$ cat config.mk
export PLATFORM = sky130hd
export DESIGN_NAME = uparc_ifu
export DESIGN_NICKNAME = d
export VERILOG_FILES = /design/src/rtl/uparc_ifu.sv
export SDC_FILE = /design/constraint.sdc
export NUM_CORES = 1
export LEC_CHECK = 0
export ABC_CLOCK_PERIOD_IN_PS = 2400
export CAP_MARGIN = 0
export CELL_PAD_IN_SITES_DETAIL_PLACEMENT = 0
export CELL_PAD_IN_SITES_GLOBAL_PLACEMENT = 1
export CORE_UTILIZATION = 29
export CTS_BUF_LIST = sky130_fd_sc_hd__clkbuf_16
export DETAILED_ROUTE_END_ITERATION = 10
export HOLD_SLACK_MARGIN = 0.03
export PLACE_DENSITY_LB_ADDON = 0.1
export SLEW_MARGIN = 40
export SYNTH_ARGS = -nofsm -noshare
export SYNTH_HDL_FRONTEND = slang
export SYNTH_SLANG_ARGS = --single-unit
export TNS_END_PERCENT = 30
$ cat constraint.sdc
create_clock -name clk -period 2.4 [get_ports clk]
set_input_delay 0.24 -clock clk [delete_from_list [all_inputs] [get_ports clk]]
set_output_delay 0.24 -clock clk [all_outputs]
set_load 0.05 [all_outputs]
$ cat src/rtl/uparc_ifu.sv
// uparc_ifu: instruction fetch unit. It turns one-cycle fetch commands into
// held bus read requests, returns the fetched word, and flags misaligned
// addresses and bus errors with one-cycle pulses.
// Optional one-entry fetch buffer: define UPARC_IFU_BUF_EN to enable it.
module uparc_ifu #(
  parameter int ADDR_WIDTH = 32,
  parameter int DATA_WIDTH = 32
) (
  input  logic                  clk,
  input  logic                  rst,
  input  logic [ADDR_WIDTH-1:0] i_addr,
  input  logic                  i_rd_cmd,
  output logic [DATA_WIDTH-1:0] o_instr_dat,
  output logic                  o_busy,
  output logic                  o_err_align,
  output logic                  o_err_bus,
  input  logic                  i_buf_inv,
  output logic [ADDR_WIDTH-1:0] o_bus_addr,
  output logic                  o_bus_rd,
  input  logic                  i_bus_rdy,
  input  logic [DATA_WIDTH-1:0] i_bus_dat,
  input  logic                  i_bus_err
);

  typedef enum logic {IDLE = 1'b0, REQ = 1'b1} state_t;

  state_t                state_q, state_d;
  logic [ADDR_WIDTH-1:0] bus_addr_q, bus_addr_d;
  logic [DATA_WIDTH-1:0] instr_q, instr_d;
  logic                  err_align_q, err_align_d;
  logic                  err_bus_q, err_bus_d;
  logic                  aligned;
  logic                  hit;
  logic [DATA_WIDTH-1:0] buf_dat;

  assign aligned = (i_addr[1:0] == 2'b00);

`ifdef UPARC_IFU_BUF_EN
  logic                  buf_vld_q, buf_vld_d;
  logic [ADDR_WIDTH-1:0] buf_tag_q, buf_tag_d;
  logic [DATA_WIDTH-1:0] buf_dat_q, buf_dat_d;

  // A hit needs a valid entry whose tag equals the requested address.
  assign hit     = buf_vld_q && (buf_tag_q == i_addr);
  assign buf_dat = buf_dat_q;

  // Buffer update: fill on clean completion, drop on bus error; invalidate wins.
  always_comb begin
    buf_vld_d = buf_vld_q;
    buf_tag_d = buf_tag_q;
    buf_dat_d = buf_dat_q;
    if (state_q == REQ && i_bus_rdy) begin
      if (i_bus_err) begin
        buf_vld_d = 1'b0;
      end else begin
        buf_vld_d = 1'b1;
        buf_tag_d = bus_addr_q;
        buf_dat_d = i_bus_dat;
      end
    end
    if (i_buf_inv) buf_vld_d = 1'b0;
  end

  // Buffer registers.
  always_ff @(posedge clk or posedge rst) begin
    if (rst) begin
      buf_vld_q <= 1'b0;
      buf_tag_q <= '0;
      buf_dat_q <= '0;
    end else begin
      buf_vld_q <= buf_vld_d;
      buf_tag_q <= buf_tag_d;
      buf_dat_q <= buf_dat_d;
    end
  end
`else
  logic unused_buf_inv;

  assign hit            = 1'b0;
  assign buf_dat        = '0;
  assign unused_buf_inv = i_buf_inv;
`endif

  // Next-state and outputs: IDLE accepts commands, REQ holds the bus read.
  always_comb begin
    state_d     = state_q;
    bus_addr_d  = bus_addr_q;
    instr_d     = instr_q;
    err_align_d = 1'b0;
    err_bus_d   = 1'b0;
    o_busy      = 1'b0;
    o_bus_rd    = 1'b0;
    case (state_q)
      IDLE: begin
        o_busy = i_rd_cmd;
        if (i_rd_cmd) begin
          if (!aligned) begin
            instr_d     = '0;
            err_align_d = 1'b1;
          end else if (hit) begin
            instr_d = buf_dat;
          end else begin
            bus_addr_d = i_addr;
            state_d    = REQ;
          end
        end
      end
      REQ: begin
        o_busy   = 1'b1;
        o_bus_rd = 1'b1;
        if (i_bus_rdy) begin
          state_d = IDLE;
          if (i_bus_err) begin
            instr_d   = '0;
            err_bus_d = 1'b1;
          end else begin
            instr_d = i_bus_dat;
          end
        end
      end
      default: state_d = IDLE;
    endcase
  end

  // State and output registers.
  always_ff @(posedge clk or posedge rst) begin
    if (rst) begin
      state_q     <= IDLE;
      bus_addr_q  <= '0;
      instr_q     <= '0;
      err_align_q <= 1'b0;
      err_bus_q   <= 1'b0;
    end else begin
      state_q     <= state_d;
      bus_addr_q  <= bus_addr_d;
      instr_q     <= instr_d;
      err_align_q <= err_align_d;
      err_bus_q   <= err_bus_d;
    end
  end

  assign o_bus_addr  = bus_addr_q;
  assign o_instr_dat = instr_q;
  assign o_err_align = err_align_q;
  assign o_err_bus   = err_bus_q;

endmodule

==> impl_metrics.env, run 1 <==
export IMPL_finalSetupViolCount=0
export IMPL_synth_top_cells_by_count="dfrtp_1 (67), a22o_1 (32), mux2_2 (30)"
export IMPL_crit_required_ns=2.16
export IMPL_internal_power_w=0.00255
export IMPL_antenna_cells=0
export IMPL_peakVddDrop_mv=0.340
export IMPL_crit_chain="or2_2, clkdlybuf4s50_1"
export IMPL_power_density_nw_per_um2=904
export IMPL_grtUsageTotal=0.135
export IMPL_drc=0
export IMPL_cts_hold_buf=0
export IMPL_slew_violations=0
export IMPL_syn_avg_cell_area_um2=16.1
export IMPL_synth_nets=222
export IMPL_yosys_area_top_type_share=0.684
export IMPL_clock_path_buffers=2
export IMPL_wirelength_um=5750
export IMPL_pre_cts_slack_ns=0.428
export IMPL_crit_path_start="state_q$_DFF_PP0_"
export IMPL_synth_enable_flop_cells=0
export IMPL_placed_cells=388
export IMPL_initial_utilization=0.298
export IMPL_clkPwrFrac=0.333
export IMPL_rows=33
export IMPL_synthCells=152
export IMPL_p_total_w=0.00382
export IMPL_startpoint_type="flip-flop"
export IMPL_worstPathArrival_ns=1.75
export IMPL_power_switching_w=0.00127
export IMPL_postLayoutCoreUtil=0.515
export IMPL_clk_pin_slew_ns=0.06
export IMPL_synth_seq_cells=67
export IMPL_io_buffers=136
export IMPL_grt_pass1_wl_um=8800
export IMPL_synthFlopType="dfrtp_1"
export IMPL_synth_area_leader_cell="dfrtp_1"
export IMPL_synthDistinctLibCells=15
export IMPL_hold_viol=0
export IMPL_wl_per_cell_um=14.2
export IMPL_cts_tree="yes"
export IMPL_slew_headroom=0.646
export IMPL_synthArstFlopShare=1.00
export IMPL_num_vias=1789
export IMPL_cp_slowest_cell="clkdlybuf4s50_1"
export IMPL_finalNetCount=364
export IMPL_rsz0062_at_grt="no"
export IMPL_synthTopCellsByArea="dfrtp_1 (68%), mux2_2 (14%), a22o_1 (11%)"
export IMPL_fillers=760
export IMPL_hold_class="input pin to asynchronous set/reset pin"
export IMPL_critPathMaxFanout=6
export IMPL_grt_pass1_vias=1739
export IMPL_overflow=0
export IMPL_timing_final_crit_share=0.831
export IMPL_dieWidth_um=93.9
export IMPL_seq_area_frac_synth=0.684
export IMPL_clock_sinks=67
export IMPL_cp_slowest_stage_delay_ns=0.70
export IMPL_status="finished clean"
export IMPL_p_leak_nw=1.82
export IMPL_clock_latency_ns=0.32
export IMPL_antenna_found_initial=0
export IMPL_tightestPinTransition_ns=0.529
export IMPL_grt_max_degree=68
export IMPL_root_buffer="clkbuf_16"
export IMPL_critPathCaptureType="output pin"
export IMPL_yosysMostFrequentCell="dfrtp_1"
export IMPL_fp_dieH_um=93.9
export IMPL_tns_ns=0
export IMPL_core_um2=8220
export IMPL_drive_gt1_frac=0.184
export IMPL_layoutNonFillerInstCount=404
export IMPL_setup_ws_ns=0.407
export IMPL_ant_nets=0
export IMPL_ios=138
export IMPL_post_cts_buffers=0
export IMPL_h_tree_depth=3
export IMPL_fin_crit_ns=1.99
export IMPL_clock_fmax_ghz=0.502
export IMPL_cts_resized=0
export IMPL_gp_congestion=0.643
export IMPL_switching_share=0.333
export IMPL_ys_warn_count=0
export IMPL_combPwrFrac=0.313
export IMPL_skew_ns=0.00432
export IMPL_dieArea_um2=8820
export IMPL_numCtsBuffers=9
export IMPL_via_per_inst=4.43
export IMPL_r2r_start="state_q$_DFF_PP0_"
export IMPL_cap_viol_max_count=0
export IMPL_worstSetupPathType="flip-flop to output pin"
export IMPL_first_pass_iters=4
export IMPL_p_seq_frac=0.354
export IMPL_areaGrowthSynthToFinish_pct=72.6
export IMPL_syn_area_um2=2450
export IMPL_drt_iter0_drc=34
export IMPL_hpwlAfterDp_um=3880
stage by stage:
step                      area [um2]  hold slack, ns
after floorplan                 2450           0.373
after global routing            4230           0.353
after global placement          3940           0.484
after CTS                       4230           0.330
after detailed placement        3940           0.490
final                           4230           0.318
power by group through the flow:
stage	Sequential, W	Combinational [W]	Clock, W
2_1_floorplan	0.00191	0.000196	0
3_3_place_gp	0.00137	0.00120	0
3_5_place_dp	0.00137	0.00121	0
4_1_cts	0.00136	0.00121	0.00131
5_1_grt	0.00137	0.00125	0.00137
6_report	0.00135	0.00120	0.00127
final timing paths:
kind	end	slack, ns	cells past startpoint
max reg2reg	o_instr_dat[5]$_DFFE_PP0P_	0.77	4
min	o_bus_addr[29]$_DFFE_PP0P_	0.32	3
max in group asynchronous	state_q$_DFF_PP0_	1.80	3
min in group clk	o_bus_addr[1]$_DFFE_PP0P_	0.50	1
min reg2reg	o_bus_addr[1]$_DFFE_PP0P_	0.50	1
max	o_busy	0.41	2
layer usage:
layer / GRT usage / part of all wire / vias to the layer above
li1: - / - / 835
met1: 0.186 / 0.47 / 852
met2: 0.180 / 0.41 / 92
met3: 0.0469 / 0.098 / 10
met4: 0.0769 / 0.021 / 0
met5: 0 / 0 / -
sequential cells by signal, summed over array words and instances, names as in the netlist:
register / count
state_q: 1
o_bus_addr: 32
o_err_bus: 1
o_instr_dat: 32
o_err_align: 1
layout by cell type, fill, tap and decap left out, types with 2 or more instances in the layout:
cell type / synthesis / routed
a22o_1: 32 / 32
buf_12: 0 / 2
buf_4: 0 / 2
clkbuf_16: 0 / 9
clkdlybuf4s50_1: 0 / 136
clkinv_2: 0 / 3
clkinvlp_4: 0 / 2
dfrtp_1: 67 / 67
mux2_2: 30 / 30
nor2_1: 3 / 2
nor2b_1: 2 / 2
final cells by class:
cell class                 instances  area (um2)  area share
tap                              105         131      0.0310
timing repair buffer             140        1420       0.335
sequential                        67        1680       0.396
clock buffer                       9         225      0.0532
multi-input combinational         74         706       0.167
inverter                           2        7.51     0.00177
clock inverter                     7        68.8      0.0163
cells by family (layout without fill, tap and decap cells):
family | count (synthesis) | in the layout | share of synthesized area
flops | 67 | 67 | 0.684
compound gates | 34 | 34 | 0.120
mux | 30 | 30 | 0.138
buf+inv | 11 | 158 | 0.0291
simple gates | 10 | 10 | 0.0286
critical path, delay by kind of cell, from the launching register on:
kind / cells / cell delay, ns
flip-flops: 1 / 0.43
AND/OR/NAND/NOR: 1 / 0.31
buffers and inverters: 1 / 0.70
Power figures use the tool's default switching activity.
==> run 2, diff against run 1 <==
Settings changed: ABC_CLOCK_PERIOD_IN_PS 2400 to 1800, CORE_UTILIZATION 29 to 26.
Clock period 2.4 ns to 1.8 ns, I/O delays scaled along.
==> run 2 against run 1 <==
Effect of this change: core utilization decreased by 5.3 points; routed wire length increased by 2.5%; die area increased by 11%; hold slack improved by 0.0026 ns; largest cell class unchanged; sequential power increased by 34%; sequential share of layout area decreased by 0.19 points; clock-buffer cell count unchanged; non-clock buffer count increased by 2; total power increased by 32%.
==> impl_metrics.env, run 2 (same netlist as run 1, synthesis figures left out) <==
export IMPL_grt_max_degree=38
export IMPL_crit_chain="clkdlybuf4s50_1"
export IMPL_fillers=856
export IMPL_clock_latency_ns=0.32
export IMPL_grt_pass1_vias=1885
export IMPL_core_um2=9200
export IMPL_ios=138
export IMPL_layout_common_cells="clkdlybuf4s50_1 (134), dfrtp_1 (67), a22o_1 (32)"
export IMPL_fp_dieH_um=99.1
export IMPL_crit_buf_inv=1
export IMPL_finalNetCount=366
export IMPL_hold_class="input pin to asynchronous set/reset pin"
export IMPL_wirelength_um=5890
export IMPL_startpoint_type="flip-flop"
export IMPL_cp_slowest_stage_delay_ns=0.82
export IMPL_cap_viol_max_count=0
export IMPL_clock_path_buffers=2
export IMPL_cts_tree="yes"
export IMPL_initial_utilization=0.267
export IMPL_peakVddDrop_mv=0.388
export IMPL_final_common_cell="clkdlybuf4s50_1"
export IMPL_ant_nets=0
export IMPL_clock_sinks=67
export IMPL_p_leak_nw=1.85
export IMPL_clk_pin_slew_ns=0.06
export IMPL_antenna_found_initial=0
export IMPL_cts_hold_buf=0
export IMPL_antenna_cells=0
export IMPL_numCtsBuffers=9
export IMPL_dieArea_um2=9820
export IMPL_cts_resized=0
export IMPL_crit_cells=1
export IMPL_cp_slowest_cell="clkdlybuf4s50_1"
export IMPL_slew_headroom=0.637
export IMPL_drive_gt1_frac=0.177
export IMPL_clock_fmax_ghz=0.594
export IMPL_gp_congestion=0.660
export IMPL_num_vias=1829
export IMPL_finalSetupViolCount=0
export IMPL_tns_ns=0
export IMPL_tightestPinTransition_ns=0.542
export IMPL_via_per_inst=4.45
export IMPL_io_buffers=136
export IMPL_overflow=0
export IMPL_dieWidth_um=99.1
export IMPL_status="finished clean"
export IMPL_fin_crit_ns=1.68
export IMPL_critPathMaxFanout=2
export IMPL_hpwlAfterDp_um=4070
export IMPL_drc=0
export IMPL_grtUsageTotal=0.128
export IMPL_critPathCaptureType="output pin"
export IMPL_post_cts_buffers=0
export IMPL_areaGrowthSynthToFinish_pct=73.5
export IMPL_first_pass_iters=4
export IMPL_worstPathArrival_ns=1.50
export IMPL_postLayoutCoreUtil=0.462
export IMPL_root_buffer="clkbuf_16"
export IMPL_ff2ff_path_depth=4
export IMPL_wl_per_cell_um=14.3
export IMPL_drt_iter0_drc=25
export IMPL_crit_required_ns=1.62
export IMPL_worstSetupPathType="flip-flop to output pin"
export IMPL_slew_violations=0
export IMPL_hold_viol=0
export IMPL_h_tree_depth=3
export IMPL_skew_ns=0.00578
export IMPL_timing_final_crit_share=0.935
export IMPL_crit_family="buffers and inverters"
export IMPL_rows=35
export IMPL_grt_pass1_wl_um=9620
export IMPL_rsz0062_at_grt="no"
export IMPL_power_density_nw_per_um2=1190
-- run 2: cell count changes in the layout (fill, tap and decap cells not counted) --
cell             before  now
inv_1                 1    3
clkinv_2              3    1
buf_4                 2    4
clkdlybuf4s50_1     136  134
clkinv_1              0    2
buf_12                2    3
clkinv_4              1    0
dlymetal6s2s_1        0    1
clkinvlp_4            2    1
inv_2                 1    0
-- run 2: path summary, 6_finish.rpt --
kind	startpoint	endpoint	slack [ns]
worst max register to register	state_q$_DFF_PP0_	o_bus_addr[26]$_DFFE_PP0P_	0.32
worst min-delay path	rst	o_bus_addr[16]$_DFFE_PP0P_	0.32
worst max-delay path	o_instr_dat[28]$_DFFE_PP0P_	o_instr_dat[28]	0.12
worst min register to register	o_bus_addr[1]$_DFFE_PP0P_	o_bus_addr[1]$_DFFE_PP0P_	0.50
max in group asynchronous	rst	o_instr_dat[30]$_DFFE_PP0P_	1.12
min in group clk	i_bus_dat[3]	o_instr_dat[3]$_DFFE_PP0P_	0.45
-- run 2: worst register-to-register path: stages, from the launching register on --
cell,delay (ns)
dfrtp_1,0.43
nand2b_4,0.18
nor3_4,0.17
buf_12,0.21
mux2_2,0.36
-- run 2: through the flow --
step	setup slack [ns]	hold WS, ns	cell area [um2]	power, W	std cells
floorplan	0.108	0.313	2450	0.00281	152
global placement	0.128	0.484	3970	0.00345	396
detailed placement	0.121	0.488	3970	0.00345	396
CTS	0.000554	0.330	4250	0.00512	411
global route	0.0628	0.360	4250	0.00526	411
finish	0.118	0.321	4250	0.00504	411
-- run 2: metal layers --
| layer | global-route usage | wire length (um) | vias up |
|---|---|---|---|
| li1 | - | - | 841 |
| met3 | 0.0576 | 489 | 7 |
| met1 | 0.155 | 2550 | 903 |
| met5 | 0 | 0 | - |
| met2 | 0.198 | 2780 | 78 |
| met4 | 0.0509 | 72 | 0 |
-- run 2: area by class of cell --
cell class              count  area (um2)  share of cell area
multi-input cells          74         706               0.166
flip-flops and latches     67        1680               0.394
repair buffers            142        1440               0.340
well taps                 111         139              0.0327
clock buffers               9         225              0.0530
inverters                   2        11.3             0.00265
clock inverters             6        50.0              0.0118
-- run 2: power by group --
group / internal [W] / switching, W
Combinational: 0.000636 / 0.000969
Clock: 0.00104 / 0.000591
Sequential: 0.00171 / 0.0000977
==> run 3, diff against run 2 <==
Settings changed: ABC_CLOCK_PERIOD_IN_PS 1800 to 1400.
Clock period 1.8 ns to 1.4 ns, I/O delays scaled along.
==> run 3 against run 2 <==
Effect of this change: the run now ends with negative setup slack left; cell area increased by 3.1%; total power rose by 31%; flip-flop and latch count did not move; worst setup slack worse by 0.16 ns; largest power group unchanged; die area unchanged; routed wire length grew 11%; largest cell class unchanged; combinational power grew 34%; critical path type is now flip-flop to flip-flop; highest routed layer unchanged; final cell count is 2.7% higher; clock power rose by 29%; clock-buffer cell count unchanged.
==> impl_metrics.env, run 3 (same netlist as run 1, synthesis figures left out) <==
export IMPL_dieWidth_um=99.1
export IMPL_tns_ns=-0.835
export IMPL_power_switching_w=0.00219
export IMPL_slew_headroom=0.867
export IMPL_startpoint_type="flip-flop"
export IMPL_layout_common_cells="clkdlybuf4s50_1 (68), buf_4 (68), dfrtp_1 (67)"
export IMPL_drive_gt1_frac=0.421
export IMPL_fp_dieH_um=99.1
export IMPL_status="finished with violations"
export IMPL_antenna_cells=0
export IMPL_root_buffer="clkbuf_16"
export IMPL_peakVddDrop_mv=0.638
export IMPL_overflow=0
export IMPL_grt_pass1_vias=1946
export IMPL_crit_path_start="state_q$_DFF_PP0_"
export IMPL_ios=138
export IMPL_io_buffers=136
export IMPL_grt_pass1_wl_um=9800
export IMPL_clk_pin_slew_ns=0.05
export IMPL_initial_utilization=0.267
export IMPL_grtUsageTotal=0.131
export IMPL_crit_required_ns=1.60
export IMPL_rsz0062_at_grt="yes"
export IMPL_ant_nets=0
export IMPL_num_vias=1877
export IMPL_finalSetupViolCount=33
export IMPL_hold_class="input pin to asynchronous set/reset pin"
export IMPL_clock_fmax_ghz=0.694
export IMPL_clock_path_buffers=2
export IMPL_setup_ws_ns=-0.0414
export IMPL_cts_tree="yes"
export IMPL_hpwlAfterDp_um=4270
export IMPL_grt_max_degree=36
export IMPL_antenna_found_initial=0
export IMPL_timing_final_crit_share=1.03
export IMPL_p_seq_frac=0.355
export IMPL_dieArea_um2=9820
export IMPL_skew_ns=0.00292
export IMPL_wl_per_cell_um=15.5
export IMPL_placed_cells=401
export IMPL_tightestPinTransition_ns=0.200
export IMPL_numCtsBuffers=9
export IMPL_clock_sinks=67
export IMPL_violations="negative setup slack"
export IMPL_critPathCaptureType="flip-flop"
export IMPL_combPwrFrac=0.326
export IMPL_drc=0
export IMPL_slew_violations=0
export IMPL_clkPwrFrac=0.319
export IMPL_core_um2=9200
export IMPL_rows=35
export IMPL_drt_iter0_drc=35
export IMPL_worstPathArrival_ns=1.65
export IMPL_finalNetCount=377
export IMPL_areaGrowthSynthToFinish_pct=78.9
export IMPL_regToRegSetupSlack_ns=-0.04
export IMPL_internal_power_w=0.00441
export IMPL_p_leak_nw=2.09
export IMPL_h_tree_depth=3
export IMPL_first_pass_iters=4
export IMPL_clock_latency_ns=0.32
export IMPL_via_per_inst=4.45
export IMPL_postLayoutCoreUtil=0.477
export IMPL_cts_hold_buf=0
export IMPL_layoutNonFillerInstCount=422
export IMPL_hold_viol=0
export IMPL_worstSetupPathType="flip-flop to flip-flop"
export IMPL_r2r_end="o_bus_addr[27]$_DFFE_PP0P_"
export IMPL_wirelength_um=6540
export IMPL_fin_crit_ns=1.44
export IMPL_cap_viol_max_count=0
export IMPL_worstSetupEndpoint="o_bus_addr[27]$_DFFE_PP0P_"
export IMPL_r2r_start="state_q$_DFF_PP0_"
export IMPL_gp_congestion=0.677
export IMPL_power_density_nw_per_um2=1510
export IMPL_switching_share=0.332
export IMPL_ff2ff_path_depth=5
export IMPL_critPathMaxFanout=8
run 3: cell types whose count changed in the layout (fill, tap and decap cells not counted), moves of 2 or more:
cell,delta
buf_8,+3
mux2_2,-21
buf_12,+7
mux2_4,+21
clkinv_1,+2
clkdlybuf4s50_1,-66
buf_6,+3
buf_4,+64
run 3: final cells by class:
cell class / count / area [um2]
clock buffers: 9 / 225
clock inverters: 6 / 48.8
fillers: 844 / 4810
inverters: 2 / 11.3
multi-input cells: 74 / 790
flip-flops and latches: 67 / 1680
well taps: 111 / 139
repair buffers: 153 / 1500
run 3: power groups by stage:
| stage | clock network [W] | registers, W | logic (W) |
|---|---|---|---|
| CTS | 0.00217 | 0.00234 | 0.00210 |
| detailed placement | 0 | 0.00237 | 0.00204 |
| global placement | 0 | 0.00237 | 0.00203 |
| finish | 0.00211 | 0.00234 | 0.00215 |
| floorplan | 0 | 0.00328 | 0.000337 |
| global route | 0.00228 | 0.00238 | 0.00224 |
run 3: timing repair:
item | in CTS | in global routing
buffers inserted | 2 | 3
gates cloned | 0 | 1
pin swaps | 32 | 1
endpoints found under the setup margin | 31 | 63
gates resized for setup | 13 | 19
run 3: metrics by stage:
stage                     power (W)  worst slack, ns  hold WS (ns)  instance area [um2]
after CTS                   0.00661          -0.0547         0.234                 4260
after floorplan             0.00361           -0.292         0.273                 2450
after global routing        0.00690          -0.0856         0.256                 4390
after detailed placement    0.00441           -0.268         0.492                 3920
final                       0.00660          -0.0414         0.232                 4390
after global placement      0.00440           -0.227         0.485                 3920
run 3: how the worst min path moves through the flow:
stage,slack [ns],startpoint,depth (start not counted),endpoint
5_1_grt,0.26,rst,3,o_instr_dat[15]$_DFFE_PP0P_
3_3_place_gp,0.48,o_bus_addr[1]$_DFFE_PP0P_,1,o_bus_addr[1]$_DFFE_PP0P_
2_1_floorplan,0.27,i_bus_dat[2],1,o_instr_dat[2]$_DFFE_PP0P_
6_report,0.23,rst,3,o_instr_dat[13]$_DFFE_PP0P_
4_1_cts,0.23,rst,3,o_instr_dat[13]$_DFFE_PP0P_
3_5_place_dp,0.49,o_instr_dat[7]$_DFFE_PP0P_,1,o_instr_dat[7]$_DFFE_PP0P_
run 3: per-layer routing:
layer  GRT usage  up-vias  part of all wire
li1            -      862                 -
met1       0.160      928              0.43
met2       0.208       76              0.49
met3      0.0450       11             0.068
met4      0.0611        0             0.019
met5           0        -                 0
run 3: worst max-delay path: stages (launching register included):
cell,delay (ns)
dfrtp_1,0.39
nand2b_4,0.16
nor3_4,0.15
buf_12,0.15
clkbuf_16,0.16
mux2_4,0.30
